==> src/rtl/flash_burst_reader_if.sv <==
// flash_burst_reader_if: Avalon-MM burst-read bus to the flash data port.
// The master drives the command, the slave answers with 1-bit beats.
interface flash_burst_reader_if #(
  parameter int ADDR_W = 15,
  parameter int BC_W   = 11
);
  logic [ADDR_W-1:0] avmm_data_addr;
  logic              avmm_data_read;
  logic [BC_W-1:0]   avmm_data_burstcount;
  logic              avmm_data_waitrequest;
  logic              avmm_data_readdata;
  logic              avmm_data_readdatavalid;

  modport master (
    output avmm_data_addr,
    output avmm_data_read,
    output avmm_data_burstcount,
    input  avmm_data_waitrequest,
    input  avmm_data_readdata,
    input  avmm_data_readdatavalid
  );

  modport slave (
    input  avmm_data_addr,
    input  avmm_data_read,
    input  avmm_data_burstcount,
    output avmm_data_waitrequest,
    output avmm_data_readdata,
    output avmm_data_readdatavalid
  );
endinterface

==> src/rtl/flash_burst_reader.sv <==
// flash_burst_reader: splits byte reads into flash sub-bursts, packs bits.
// `FLASH_RD_TIMEOUT_EN adds a TIMEOUT_CYC watchdog driving the sticky err.
module flash_burst_reader #(
  parameter int ADDR_W      = 15,
  parameter int BC_W        = 11,
  parameter int CHUNK_BYTES = 4,
  parameter int FIFO_DEPTH  = 16
`ifdef FLASH_RD_TIMEOUT_EN
  ,
  parameter int TIMEOUT_CYC = 1023
`endif
) (
  input  logic              clock,
  input  logic              reset,
  input  logic              req_valid,
  output logic              req_ready,
  input  logic [ADDR_W-1:0] req_addr,
  input  logic [7:0]        req_nbytes,
  output logic              busy,
  output logic              done,
  output logic              err,
  output logic              out_valid,
  input  logic              out_ready,
  output logic [7:0]        out_data,
  flash_burst_reader_if.master avmm
);

  localparam int PW = $clog2(FIFO_DEPTH);
  localparam int CW = PW + 1;
  localparam int BW = $clog2(8 * CHUNK_BYTES + 1);

  typedef enum logic [1:0] {
    S_IDLE,
    S_SPACE,
    S_ISSUE,
    S_COLLECT
  } state_t;

  state_t state, state_nx;

  logic [ADDR_W-1:0] cur_addr;
  logic [7:0]        remaining;
  logic [CW-1:0]     reserved;
  logic [BW-1:0]     beat_cnt;
  logic [2:0]        bit_idx;
  logic [6:0]        shift;
  logic              done_r, err_r, rd_r;
  logic [ADDR_W-1:0] addr_r;
  logic [BC_W-1:0]   bc_r;

  logic [7:0]        mem [FIFO_DEPTH];
  logic [PW-1:0]     wr_ptr, rd_ptr;
  logic [CW-1:0]     fifo_cnt;

  logic [7:0]  chunk;
  logic [10:0] beats;
  logic [15:0] free;
  logic        accept, space_ok, issue_ack;
  logic        beat, last_beat, push, pop, timeout;

  assign chunk = (remaining > 8'(CHUNK_BYTES)) ?
                 8'(CHUNK_BYTES) : remaining;
  assign beats = {chunk, 3'b000};
  // Reserved slots belong to bytes of the burst still in flight.
  assign free  = 16'(FIFO_DEPTH) - 16'(fifo_cnt) - 16'(reserved);

  assign req_ready = (state == S_IDLE);
  assign busy      = (state != S_IDLE);
  assign accept    = req_valid & req_ready;
  assign space_ok  = (free >= {8'd0, chunk});
  assign issue_ack = (state == S_ISSUE) & ~avmm.avmm_data_waitrequest;
  assign beat      = (state == S_COLLECT) & avmm.avmm_data_readdatavalid;
  assign last_beat = beat & (beat_cnt == BW'(1));
  assign push      = beat & (bit_idx == 3'd7);
  assign pop       = out_valid & out_ready;

  assign done = done_r;
  assign err  = err_r;

  assign avmm.avmm_data_read       = rd_r;
  assign avmm.avmm_data_addr       = addr_r;
  assign avmm.avmm_data_burstcount = bc_r;

`ifdef FLASH_RD_TIMEOUT_EN
  localparam int WW = $clog2(TIMEOUT_CYC + 1);
  logic [WW-1:0] wd_cnt;
  logic          wd_active, progress;

  assign wd_active = (state == S_ISSUE) || (state == S_COLLECT);
  assign progress  = issue_ack | beat;
  assign timeout   = wd_active & ~progress &
                     (wd_cnt == WW'(TIMEOUT_CYC - 1));

  always_ff @(posedge clock) begin
    if (reset || !wd_active || progress || timeout)
      wd_cnt <= '0;
    else
      wd_cnt <= wd_cnt + WW'(1);
  end
`else
  assign timeout = 1'b0;
`endif

  always_ff @(posedge clock) begin
    if (reset) state <= S_IDLE;
    else       state <= state_nx;
  end

  always_comb begin
    state_nx = state;
    unique case (state)
      S_IDLE:
        if (accept && req_nbytes != 8'd0) state_nx = S_SPACE;
      S_SPACE:
        if (space_ok) state_nx = S_ISSUE;
      S_ISSUE:
        if (issue_ack) state_nx = S_COLLECT;
      S_COLLECT:
        if (last_beat)
          state_nx = (remaining == chunk) ? S_IDLE : S_SPACE;
      default:
        state_nx = S_IDLE;
    endcase
    if (timeout) state_nx = S_IDLE;
  end

  always_ff @(posedge clock) begin
    if (reset) begin
      cur_addr  <= '0;
      remaining <= '0;
      reserved  <= '0;
      beat_cnt  <= '0;
      bit_idx   <= '0;
      shift     <= '0;
      done_r    <= 1'b0;
      err_r     <= 1'b0;
      rd_r      <= 1'b0;
      addr_r    <= '0;
      bc_r      <= '0;
    end else begin
      done_r <= 1'b0;
      if (accept) begin
        err_r <= 1'b0;
        if (req_nbytes == 8'd0) begin
          done_r <= 1'b1;
        end else begin
          cur_addr  <= req_addr;
          remaining <= req_nbytes;
        end
      end
      if (state == S_SPACE && space_ok) begin
        reserved <= reserved + CW'(chunk);
        rd_r     <= 1'b1;
        addr_r   <= cur_addr;
        bc_r     <= BC_W'(beats);
      end
      if (issue_ack) begin
        rd_r     <= 1'b0;
        cur_addr <= cur_addr + ADDR_W'(beats);
        beat_cnt <= BW'(beats);
        bit_idx  <= '0;
      end
      if (beat) begin
        // Bits enter at the top so beat 0 ends up in bit 0.
        shift    <= {avmm.avmm_data_readdata, shift[6:1]};
        bit_idx  <= bit_idx + 3'd1;
        beat_cnt <= beat_cnt - BW'(1);
        if (push) reserved <= reserved - CW'(1);
        if (last_beat) begin
          remaining <= remaining - chunk;
          if (remaining == chunk) done_r <= 1'b1;
        end
      end
      if (timeout) begin
        err_r    <= 1'b1;
        done_r   <= 1'b1;
        rd_r     <= 1'b0;
        reserved <= '0;
        bit_idx  <= '0;
      end
    end
  end

  always_ff @(posedge clock) begin
    if (push) mem[wr_ptr] <= {avmm.avmm_data_readdata, shift};
  end

  always_ff @(posedge clock) begin
    if (reset) begin
      wr_ptr   <= '0;
      rd_ptr   <= '0;
      fifo_cnt <= '0;
    end else begin
      if (push) wr_ptr <= wr_ptr + PW'(1);
      if (pop)  rd_ptr <= rd_ptr + PW'(1);
      fifo_cnt <= fifo_cnt + CW'(push) - CW'(pop);
    end
  end

  assign out_valid = (fifo_cnt != '0);
  assign out_data  = mem[rd_ptr];

endmodule
==> src/flat_wrapper.sv <==
// flat-port wrapper written by rule: the top's interface ports become plain ports
module flash_burst_reader_flat 
#(
  parameter int ADDR_W      = 15,
  parameter int BC_W        = 11,
  parameter int CHUNK_BYTES = 4,
  parameter int FIFO_DEPTH  = 16

)
  (clock, reset, req_valid, req_ready, req_addr, req_nbytes, busy, done, err, out_valid, out_ready, out_data, avmm_avmm_data_addr, avmm_avmm_data_read, avmm_avmm_data_burstcount, avmm_avmm_data_waitrequest, avmm_avmm_data_readdata, avmm_avmm_data_readdatavalid);
  flash_burst_reader_if #(.ADDR_W(ADDR_W), .BC_W(BC_W)) avmm_i ();
  input  logic clock;
  input  logic reset;
  input  logic req_valid;
  output logic req_ready;
  input  logic [ADDR_W-1:0] req_addr;
  input  logic [7:0] req_nbytes;
  output logic busy;
  output logic done;
  output logic err;
  output logic out_valid;
  input  logic out_ready;
  output logic [7:0] out_data;
  output wire logic [$bits(avmm_i.avmm_data_addr)-1:0] avmm_avmm_data_addr;
  output wire logic [$bits(avmm_i.avmm_data_read)-1:0] avmm_avmm_data_read;
  output wire logic [$bits(avmm_i.avmm_data_burstcount)-1:0] avmm_avmm_data_burstcount;
  input wire logic [$bits(avmm_i.avmm_data_waitrequest)-1:0] avmm_avmm_data_waitrequest;
  input wire logic [$bits(avmm_i.avmm_data_readdata)-1:0] avmm_avmm_data_readdata;
  input wire logic [$bits(avmm_i.avmm_data_readdatavalid)-1:0] avmm_avmm_data_readdatavalid;
  assign avmm_avmm_data_addr = avmm_i.avmm_data_addr;
  assign avmm_avmm_data_read = avmm_i.avmm_data_read;
  assign avmm_avmm_data_burstcount = avmm_i.avmm_data_burstcount;
  assign avmm_i.avmm_data_waitrequest = avmm_avmm_data_waitrequest;
  assign avmm_i.avmm_data_readdata = avmm_avmm_data_readdata;
  assign avmm_i.avmm_data_readdatavalid = avmm_avmm_data_readdatavalid;
  flash_burst_reader #(.ADDR_W(ADDR_W), .BC_W(BC_W), .CHUNK_BYTES(CHUNK_BYTES), .FIFO_DEPTH(FIFO_DEPTH)) u_core (.clock(clock), .reset(reset), .req_valid(req_valid), .req_ready(req_ready), .req_addr(req_addr), .req_nbytes(req_nbytes), .busy(busy), .done(done), .err(err), .out_valid(out_valid), .out_ready(out_ready), .out_data(out_data), .avmm(avmm_i));
endmodule
==> config.mk <==
export PLATFORM = sky130hd
export DESIGN_NAME = flash_burst_reader_flat
export DESIGN_NICKNAME = d
export VERILOG_FILES = /design/src/rtl/flash_burst_reader_if.sv /design/src/rtl/flash_burst_reader.sv /design/src/flat_wrapper.sv
export SDC_FILE = /design/constraint.sdc
export NUM_CORES = 1
export LEC_CHECK = 0
export ABC_CLOCK_PERIOD_IN_PS = 10100
export CAP_MARGIN = 20
export CORE_MARGIN = 4
export CORE_UTILIZATION = 40
export CTS_BUF_LIST = sky130_fd_sc_hd__clkbuf_8
export CTS_CLUSTER_SIZE = 20
export DETAILED_ROUTE_END_ITERATION = 7
export SETUP_SLACK_MARGIN = 0.3
export SLEW_MARGIN = 20
export SYNTH_ARGS = -nofsm -noshare
export SYNTH_HDL_FRONTEND = slang
export SYNTH_SLANG_ARGS = --single-unit
==> constraint.sdc <==
create_clock -name clock -period 10.1 [get_ports clock]
set_input_delay 1.515 -clock clock [delete_from_list [all_inputs] [get_ports clock]]
set_output_delay 1.515 -clock clock [all_outputs]
set_load 0.05 [all_outputs]
Yosys cells after proc, flatten, opt, wreduce, memory -nomap -nowiden

Memories as Yosys holds them, arrays and structs flattened. A register that Yosys moved wholly into a read port is not among the register bits.
Index checks and enable logic that the tools add are counted.

Equality and inequality tests: 11
Reduce and logical (&&, ||, !) cells: 12
Magnitude comparators: 2
Muxes and demuxes: 30
Bitwise logic cells: 7
Add/subtract/negate cells: 12

Operators with widths:

| kind                                                   | number |
|---|---|
| 2-to-1 mux 15 bit                                      | 3 |
| 2-to-1 mux 8 bit                                       | 5 |
| >= comparator 16 x 8 -> 1 bit                          | 1 |
| subtractor 16 x 5 -> 16 bit                            | 1 |
| adder 15 x 11 -> 15 bit                                | 1 |
| 2-to-1 mux 5 bit                                       | 3 |
| 2-to-1 mux 6 bit                                       | 2 |
| adder 4 x 1 -> 4 bit (second input constant)           | 2 |
| == test 8 bit                                          | 1 |
| > comparator 8 x 3 -> 1 bit (second input constant)    | 1 |
| logical NOT 8 bit                                      | 1 |
| 2-to-1 mux 1 bit                                       | 8 |
| 2-to-1 mux 2 bit                                       | 4 |
| 2-to-1 mux 4 bit                                       | 2 |
| inequality test 2 x 1 -> 1 bit (second input constant) | 4 |
| one-hot mux 2 bit (4 select lines)                     | 1 |
| nonzero test 8 bit                                     | 1 |
| subtractor 8 bit                                       | 1 |
| bitwise AND 1 bit                                      | 6 |
| == test 6 x 1 -> 1 bit (second input constant)         | 1 |
| 2-to-1 mux 3 bit                                       | 2 |
| nonzero test 2 bit                                     | 3 |
| subtractor 5 x 5 -> 6 bit (first input constant)       | 1 |
| subtractor 6 x 1 -> 6 bit (second input constant)      | 1 |
| 16 further kinds                                       | 18 |

Memory bits (writable): 128
Bits in registers: 84
Word-level logic and storage cells: 89
Memories: 1
Output and inout port bits: 40

Memory list:

| memory     | depth | width | rd ports | clocked after Yosys merged registers in | wr ports | RTL line                 | RTL |
|---|---|---|---|---|---|---|---|
| u_core.mem | 16    | 8     | 1        | 1                                       | 1        | flash_burst_reader.sv:51 | `logic [7:0] mem [FIFO_DEPTH];` |

Logic depth before layout (Yosys ltp)

Gate-level depths: netlist (run 1).

Depth after elaboration: 7
Mapped depth: 18

Worst setup path before layout (run 1)

OpenSTA, ideal clock, no wires.

Kind: reg-to-reg
From: register u_core.fifo_cnt[1]
To: register u_core.reserved[2]
Setup time: 70 ps
Stages on the path, launching flop included: 18
Arrival time: 3770 ps
Setup slack: 6259 ps
Path through: dfxtp_1 inv_1 ha_1 and2_1 ha_1 inv_1 ha_1 o21a_1 o31a_1 nor2_1 nand2_1 ha_1 ha_1 nand2_1 nor4_1 o41ai_4 or4_1 a21oi_1

Cells in the longest elaborated chain, start to end: 7

Ends and longest elaborated chain:

| what                            | RTL line                  | RTL |
|---|---|---|
| start, declared                 | flash_burst_reader.sv:53  | `logic [CW-1:0] fifo_cnt;` |
| start signal, assigned          | flash_burst_reader.sv:196 | `fifo_cnt <= fifo_cnt + CW'(push) - CW'(pop);` |
| subtractor 5 x 5 -> 6 bit *     | flash_burst_reader.sv:65  | `assign free = 16'(FIFO_DEPTH) - 16'(fifo_cnt) - 16'(reserved);` |
| subtractor 16 x 5 -> 16 bit *   | flash_burst_reader.sv:65  |  |
| >= comparator 16 x 8 -> 1 bit * | flash_burst_reader.sv:70  | `assign space_ok = (free >= {8'd0, chunk});` |
| logical AND 1 bit *             | flash_burst_reader.sv:151 | `if (state == S_SPACE && space_ok) begin` |
| 2-to-1 mux 5 bit *              | flash_burst_reader.sv:151 |  |
| 2-to-1 mux 5 bit                | flash_burst_reader.sv:168 | `if (push) reserved <= reserved - CW'(1);` |
| 2-to-1 mux 5 bit *              | flash_burst_reader.sv:163 | `if (beat) begin` |
| end signal, assigned            | flash_burst_reader.sv:152 | `reserved <= reserved + CW'(chunk);` |
| end signal, assigned            | flash_burst_reader.sv:168 |  |
| end, declared                   | flash_burst_reader.sv:43  | `logic [CW-1:0] reserved;` |

Every way passes the cells marked *; elsewhere a longest branch is shown, timed or not.
A chain may end at the register's enable or synchronous reset.

==> results.json, run 1 <==
{
  "outcome": "finished, final reports clean",
  "yosys_warnings": 0,
  "gp_congestion": 0.8000,
  "die_area_mm2": 0.02723,
  "cts_setup_buffers": 0,
  "crit_slowest_cell": "clkdlybuf4s50_1",
  "worstPathCellList": "buf_4 -> mux4_2 -> mux4_2 -> clkdlybuf4s50_1",
  "irDropWorstVdd_mv": 0.1194,
  "antenna_found_initial": 0,
  "hold_class": "register to register",
  "synth.top_cells.by_count": "edfxtp_1 (128), dfxtp_1 (88), nor2_1 (85)",
  "hold_buffers": 0,
  "critPathCapture": "out_data[6]",
  "critPathMaxStageDelay_ns": 0.72,
  "nets": 960,
  "synthCells": 784,
  "drcViolationCount": 0,
  "diodes": 0,
  "yosysMostFrequentCell": "edfxtp_1",
  "routed_wirelength_um": 20420,
  "clock_tree.buffer_depth": 3,
  "reg2reg_to": "u_core.reserved[2]",
  "grt_pass1_vias": 6352,
  "start_util_pct": 40.56,
  "cp_common_cell": "mux4_2",
  "final_antenna_net_count": 0,
  "crit_type": "register to output pin",
  "leakagePower_nw": 4.311,
  "cts.sinks": 216,
  "clock_latency_ns": 0.53,
  "placed_area_mm2": 0.01085,
  "synth_edf_count": 128,
  "tns_ns": 0,
  "ys_async_sr_fraction_pct": 0,
  "avgSynthCellArea_um2": 12.58,
  "ys_types": 62,
  "areaGrowthSynthToFinish_pct": 17.16,
  "worst_slack_ns": 5.387,
  "cts_resized": 0,
  "regArea_mm2": 0.005607,
  "power_density_mw_per_mm2": 247.6,
  "drv_cap": 0,
  "grt_max_degree": 87,
  "drt-vias-per-instance": 5.064,
  "tightest_slew_ns": 0.9760,
  "drt-pass1-iter-count": 5,
  "drive_gt1_share_pct": 12.21,
  "r2r_slack_ns": 5.78,
  "cts_buffers": 38,
  "drv_slew": 0,
  "hpwl_um": 13260,
  "synth_ff_type": "edfxtp_1",
  "multi_input_area_mm2": 0.003991,
  "finalInstanceArea_mm2": 0.01156,
  "fp.dieW_um": 165.0,
  "skew_ns": 0.03221,
  "rsz0062_at_grt": "no",
  "num_rows": 57,
  "netlist_area_mm2": 0.009863,
  "cts_tree": "yes",
  "io_buffers": 65,
  "place_inst": 1156,
  "yosysTopAreaCell": "edfxtp_1",
  "ys_seq_area_share_pct": 56.83,
  "detail_route.wl_per_cell_um": 16.67,
  "min_period_ns": 4.713,
  "hold_viol": 0,
  "grt_pass1_wl_um": 33570,
  "ctsHtreeMaxLevel": 2,
  "timing.final.crit_share_pct": 46.66,
  "end_kind": "output pin",
  "die_h_um": 165.0,
  "drt-initial-drc-count": 272,
  "whs_ns": 0.4552,
  "worstPathMaxFanout": 32,
  "path_clk_slew_ns": 0.05,
  "gr-usage-all-layers_pct": 15.66,
  "reg2reg_from": "u_core.fifo_cnt[1]",
  "yosys-top-cells-area": "edfxtp_1 (39%), dfxtp_1 (18%), mux4_2 (9.1%)",
  "pin_count": 70,
  "coreArea_mm2": 0.02432,
  "required_ns": 8.59,
  "fillers": 2165,
  "root_buffer": "clkbuf_8",
  "final_cells": 1225,
  "critPathLaunchType": "register",
  "arrival_ns": 3.20,
  "vias": 6204,
  "fmaxAchievable_mhz": 212.2,
  "reg2reg_depth": 18,
  "slew_headroom_pct": 34.70,
  "finalSetupViolCount": 0,
  "ys_ff_latch": 216,
  "overflow": 0,
  "yosysTopAreaCellShare_pct": 38.97,
  "pre_cts_ws_ns": 5.403
}
-- cells in the final DEF, fill, tap and decap left out, drive strengths merged, types with 12 or more instances in the layout --
master | netlist | layout
a21oi | 39 | 39
clkbuf | 24 | 42
clkdlybuf4s50 | 0 | 64
conb | 2 | 16
dfxtp | 88 | 88
edfxtp | 128 | 128
ha | 53 | 53
inv | 37 | 59
mux2i | 22 | 22
mux4 | 40 | 40
nand2 | 62 | 62
nand3 | 12 | 12
nor2 | 85 | 85
nor3 | 14 | 14
o21ai | 19 | 19
-- worst max-delay path, delay by kind of cell, from the launching register on --
kind | cells | cell delay, ns
buf+inv | 2 | 1.21
mux | 2 | 1.12
flops | 1 | 0.31
-- how the worst min path moves through the flow --
stage	startpoint	end	slack, ns	cells past startpoint
after CTS	u_core.cur_addr[0]	u_core.cur_addr[0]	0.46	2
after global placement	u_core.avmm.avmm_data_burstcount[7]	u_core.avmm.avmm_data_burstcount[7]	0.45	1
after global routing	u_core.cur_addr[0]	u_core.cur_addr[0]	0.48	2
final	u_core.cur_addr[0]	u_core.cur_addr[0]	0.46	2
after detailed placement	u_core.avmm.avmm_data_burstcount[9]	u_core.avmm.avmm_data_burstcount[9]	0.44	1
after floorplan	u_core.cur_addr[0]	u_core.cur_addr[0]	0.44	2
-- cell type report --
cell class                      count  area share, %
Sequential cell                   216          48.52
Multi-Input combinational cell    505          34.54
Timing Repair Buffer               75          6.215
Clock buffer                       41          4.883
Tap cell                          324          3.508
Inverter                           37          1.202
Clock inverter                     27          1.137
-- report_power, final --
part	internal (W)	switching, W	total [W]
Sequential	0.000986	0.0000518	0.00104
Combinational	0.000471	0.000629	0.00110
Clock	0.000378	0.000345	0.000723
Total	0.00184	0.00103	0.00286
-- per-layer routing --
metal | wire, um | GRT usage [%] | up-vias
li1 | - | - | 3077
met1 | 9726 | 22.19 | 2925
met2 | 9265 | 24.29 | 171
met3 | 1083 | 3.569 | 31
met4 | 342 | 4.348 | 0
met5 | 0 | 0 | -
-- registers in the layout, summed over array words and instances, names as in the netlist, 5 cells and up, named ones only --
| name | cells |
|---|---|
| u_core.fifo_cnt | 5 |
| u_core.beat_cnt | 6 |
| u_core.avmm.avmm_data_addr | 15 |
| u_core.remaining | 8 |
| u_core.mem | 128 |
| u_core.cur_addr | 15 |
| u_core.avmm.avmm_data_burstcount | 8 |
| u_core.shift | 7 |
| u_core.reserved | 5 |
-- through the flow --
stage,power [W],utilization (%)
6_report,0.002861,47.52
5_1_grt,0.003090,47.52
4_1_cts,0.002907,47.48
3_5_place_dp,0.002169,44.62
3_3_place_gp,0.002156,44.62
2_1_floorplan,0.001919,-
-- kinds of logic after synthesis --
logic type	synth area share, %
fa+ha+maj	7.535
compound gates	8.309
other cells	0.07614
mux	11.71
simple gates	10.83
xor+xnor	1.421
flops	56.83
buf+inv	3.286
Power figures use the tool's default switching activity.
==> inputs of run 2 (changes only) <==
--- a/config.mk
+++ b/config.mk
@@ -5,7 +5,7 @@
 export SDC_FILE = /design/constraint.sdc
 export NUM_CORES = 1
 export LEC_CHECK = 0
-export ABC_CLOCK_PERIOD_IN_PS = 10100
+export ABC_CLOCK_PERIOD_IN_PS = 4800
 export CAP_MARGIN = 20
 export CORE_MARGIN = 4
 export CORE_UTILIZATION = 40
==> constraint.sdc (replaced) <==
create_clock -name clock -period 4.8 [get_ports clock]
set_input_delay 0.72 -clock clock [delete_from_list [all_inputs] [get_ports clock]]
set_output_delay 0.72 -clock clock [all_outputs]
set_load 0.05 [all_outputs]
==> results.json, run 2 (synthesized netlist as in run 1, its figures left out) <==
{
  "pwr-share-clk_pct": 26.5,
  "drive_gt1_share_pct": 13.01,
  "cts_buffers": 38,
  "num_rows": 57,
  "slew_headroom_pct": 39.52,
  "skew_ns": 0.03228,
  "layout_common_cells": "edfxtp_1 (128), dfxtp_1 (87), nor2_1 (85)",
  "grt_pass1_vias": 6365,
  "multi_input_area_mm2": 0.003993,
  "timing.final.crit_share_pct": 88.39,
  "drv_slew": 0,
  "drt-initial-drc-count": 280,
  "fillers": 2164,
  "hold_depth": 2,
  "diodes": 0,
  "worstPathCellList": "inv_1 -> ha_1 -> and2_1 -> ha_1 -> inv_1 -> ha_1 -> or2_2 -> o22ai_2 -> nand2_1 -> ha_1 -> ha_1 -> nand4b_1 -> a21oi_1 -> o211ai_1 -> o41ai_4 -> buf_6 -> nor2b_1 -> and2_1",
  "tns_ns": 0,
  "cts.sinks": 216,
  "start_util_pct": 40.56,
  "critPathTopFamily": "simple AND/OR/NAND/NOR gates",
  "coreArea_mm2": 0.02432,
  "p_comb_share_pct": 38.1,
  "gp_congestion": 0.7730,
  "fp.dieW_um": 165.0,
  "hold_viol": 0,
  "pin_count": 70,
  "io_buffers": 65,
  "final_antenna_net_count": 0,
  "pre_cts_ws_ns": 0.4267,
  "grt_max_degree": 40,
  "clock_tree.buffer_depth": 3,
  "vias": 6220,
  "overflow": 0,
  "worstPathMaxFanout": 22,
  "cp_common_cell": "ha_1",
  "largest_reg_flops": 128,
  "critPathLaunchType": "register",
  "antenna_found_initial": 0,
  "hold_class": "register to register",
  "leakagePower_nw": 4.338,
  "final_common_cell": "edfxtp_1",
  "drcViolationCount": 0,
  "largest-register": "u_core.mem",
  "crit_buf_inv": 3,
  "areaGrowthSynthToFinish_pct": 18.19,
  "drv_cap": 0,
  "root_buffer": "clkbuf_8",
  "outcome": "finished, final reports clean",
  "rsz0062_at_grt": "yes",
  "crit_slowest_cell": "o41ai_4",
  "nets": 966,
  "drt-pass1-iter-count": 6,
  "required_ns": 5.25,
  "critical_path_cell_count": 18,
  "end_kind": "register",
  "worst_slack_ns": 0.5574,
  "critPathMaxStageDelay_ns": 0.50,
  "min_period_ns": 4.243,
  "ctsHtreeMaxLevel": 2,
  "finalSetupViolCount": 0,
  "path_clk_slew_ns": 0.06,
  "reg2reg_depth": 18,
  "die_area_mm2": 0.02723,
  "hpwl_um": 13260,
  "intPower_w": 0.003981,
  "finalInstanceArea_mm2": 0.01166,
  "crit_type": "register to register",
  "routed_wirelength_um": 19720,
  "die_h_um": 165.0,
  "seqPwrFrac_pct": 35.4,
  "sw_frac_of_total_pct": 35.52,
  "clock_latency_ns": 0.53,
  "arrival_ns": 4.70,
  "grt_pass1_wl_um": 32310,
  "power_density_mw_per_mm2": 529.6,
  "fmaxAchievable_mhz": 235.7,
  "drt-vias-per-instance": 5.053,
  "r2r_slack_ns": 0.56,
  "regArea_mm2": 0.005607,
  "tightest_slew_ns": 0.9053,
  "irDropWorstVdd_mv": 0.2918,
  "cts_tree": "yes",
  "detail_route.wl_per_cell_um": 16.02,
  "gr-usage-all-layers_pct": 14.81,
  "placed_area_mm2": 0.01089,
  "power.switching_w": 0.002193
}
## run 2: cell count changes in the layout (fill, tap and decap cells not counted), sizes merged
cell	previous run	this run
clkbuf	42	44
inv	59	52
bufinv	0	1
clkinvlp	1	0
clkinv	4	8
buf	10	17
## run 2: area by class of cell
type	count	share of cell area, %
Sequential cell	216	48.10
Multi-Input combinational cell	505	34.25
Timing Repair Buffer	81	6.601
Clock buffer	44	5.195
Tap cell	324	3.478
Clock inverter	24	1.191
Inverter	37	1.191
## run 2: path summary, 6_finish.rpt
path                           start                                    to
setup / recovery  u_core.fifo_cnt[1]  u_core.avmm.avmm_data_burstcount[10]
hold / removal    u_core.cur_addr[2]                    u_core.cur_addr[2]
setup reg to reg  u_core.fifo_cnt[1]  u_core.avmm.avmm_data_burstcount[10]
hold reg to reg   u_core.cur_addr[2]                    u_core.cur_addr[2]
## run 2: layer usage
metal  part of all wire (%)  GRT usage [%]
met4                    1.6          3.781
met3                    4.2          3.369
met5                      0              0
met2                     46          23.48
met1                     48          20.69
## run 2: through the flow
step	util, %	total power (W)	hold slack, ns	cells
6_report	47.93	0.006174	0.4537	1231
5_1_grt	47.93	0.006639	0.4712	1231
2_1_floorplan	-	0.004038	0.4357	798
4_1_cts	47.83	0.006226	0.4567	1229
3_5_place_dp	44.77	0.004546	0.4494	1161
3_3_place_gp	44.77	0.004526	0.4462	1161
## run 2: worst register-to-register path: stages (launching register included)
cell	delay [ns]
dfxtp_1	0.40
inv_1	0.10
ha_1	0.22
and2_1	0.15
ha_1	0.26
inv_1	0.04
ha_1	0.20
or2_2	0.31
o22ai_2	0.22
nand2_1	0.10
ha_1	0.28
ha_1	0.18
nand4b_1	0.16
a21oi_1	0.13
o211ai_1	0.17
o41ai_4	0.50
buf_6	0.33
nor2b_1	0.28
and2_1	0.16
## run 2: power groups by stage
stage	sequential [W]	clock, W	combinational [W]
2_1_floorplan	0.00226	0	0.00177
3_3_place_gp	0.00222	0	0.00231
3_5_place_dp	0.00222	0	0.00233
4_1_cts	0.00218	0.00170	0.00235
5_1_grt	0.00220	0.00177	0.00266
6_report	0.00218	0.00163	0.00235
## run 2: what timing repair did
action | 4_1_cts | 5_1_grt
resized for setup | 0 | 2
buffers inserted | 0 | 2
setup endpoints to repair | 0 | 24
hold buffers | 0 | 0
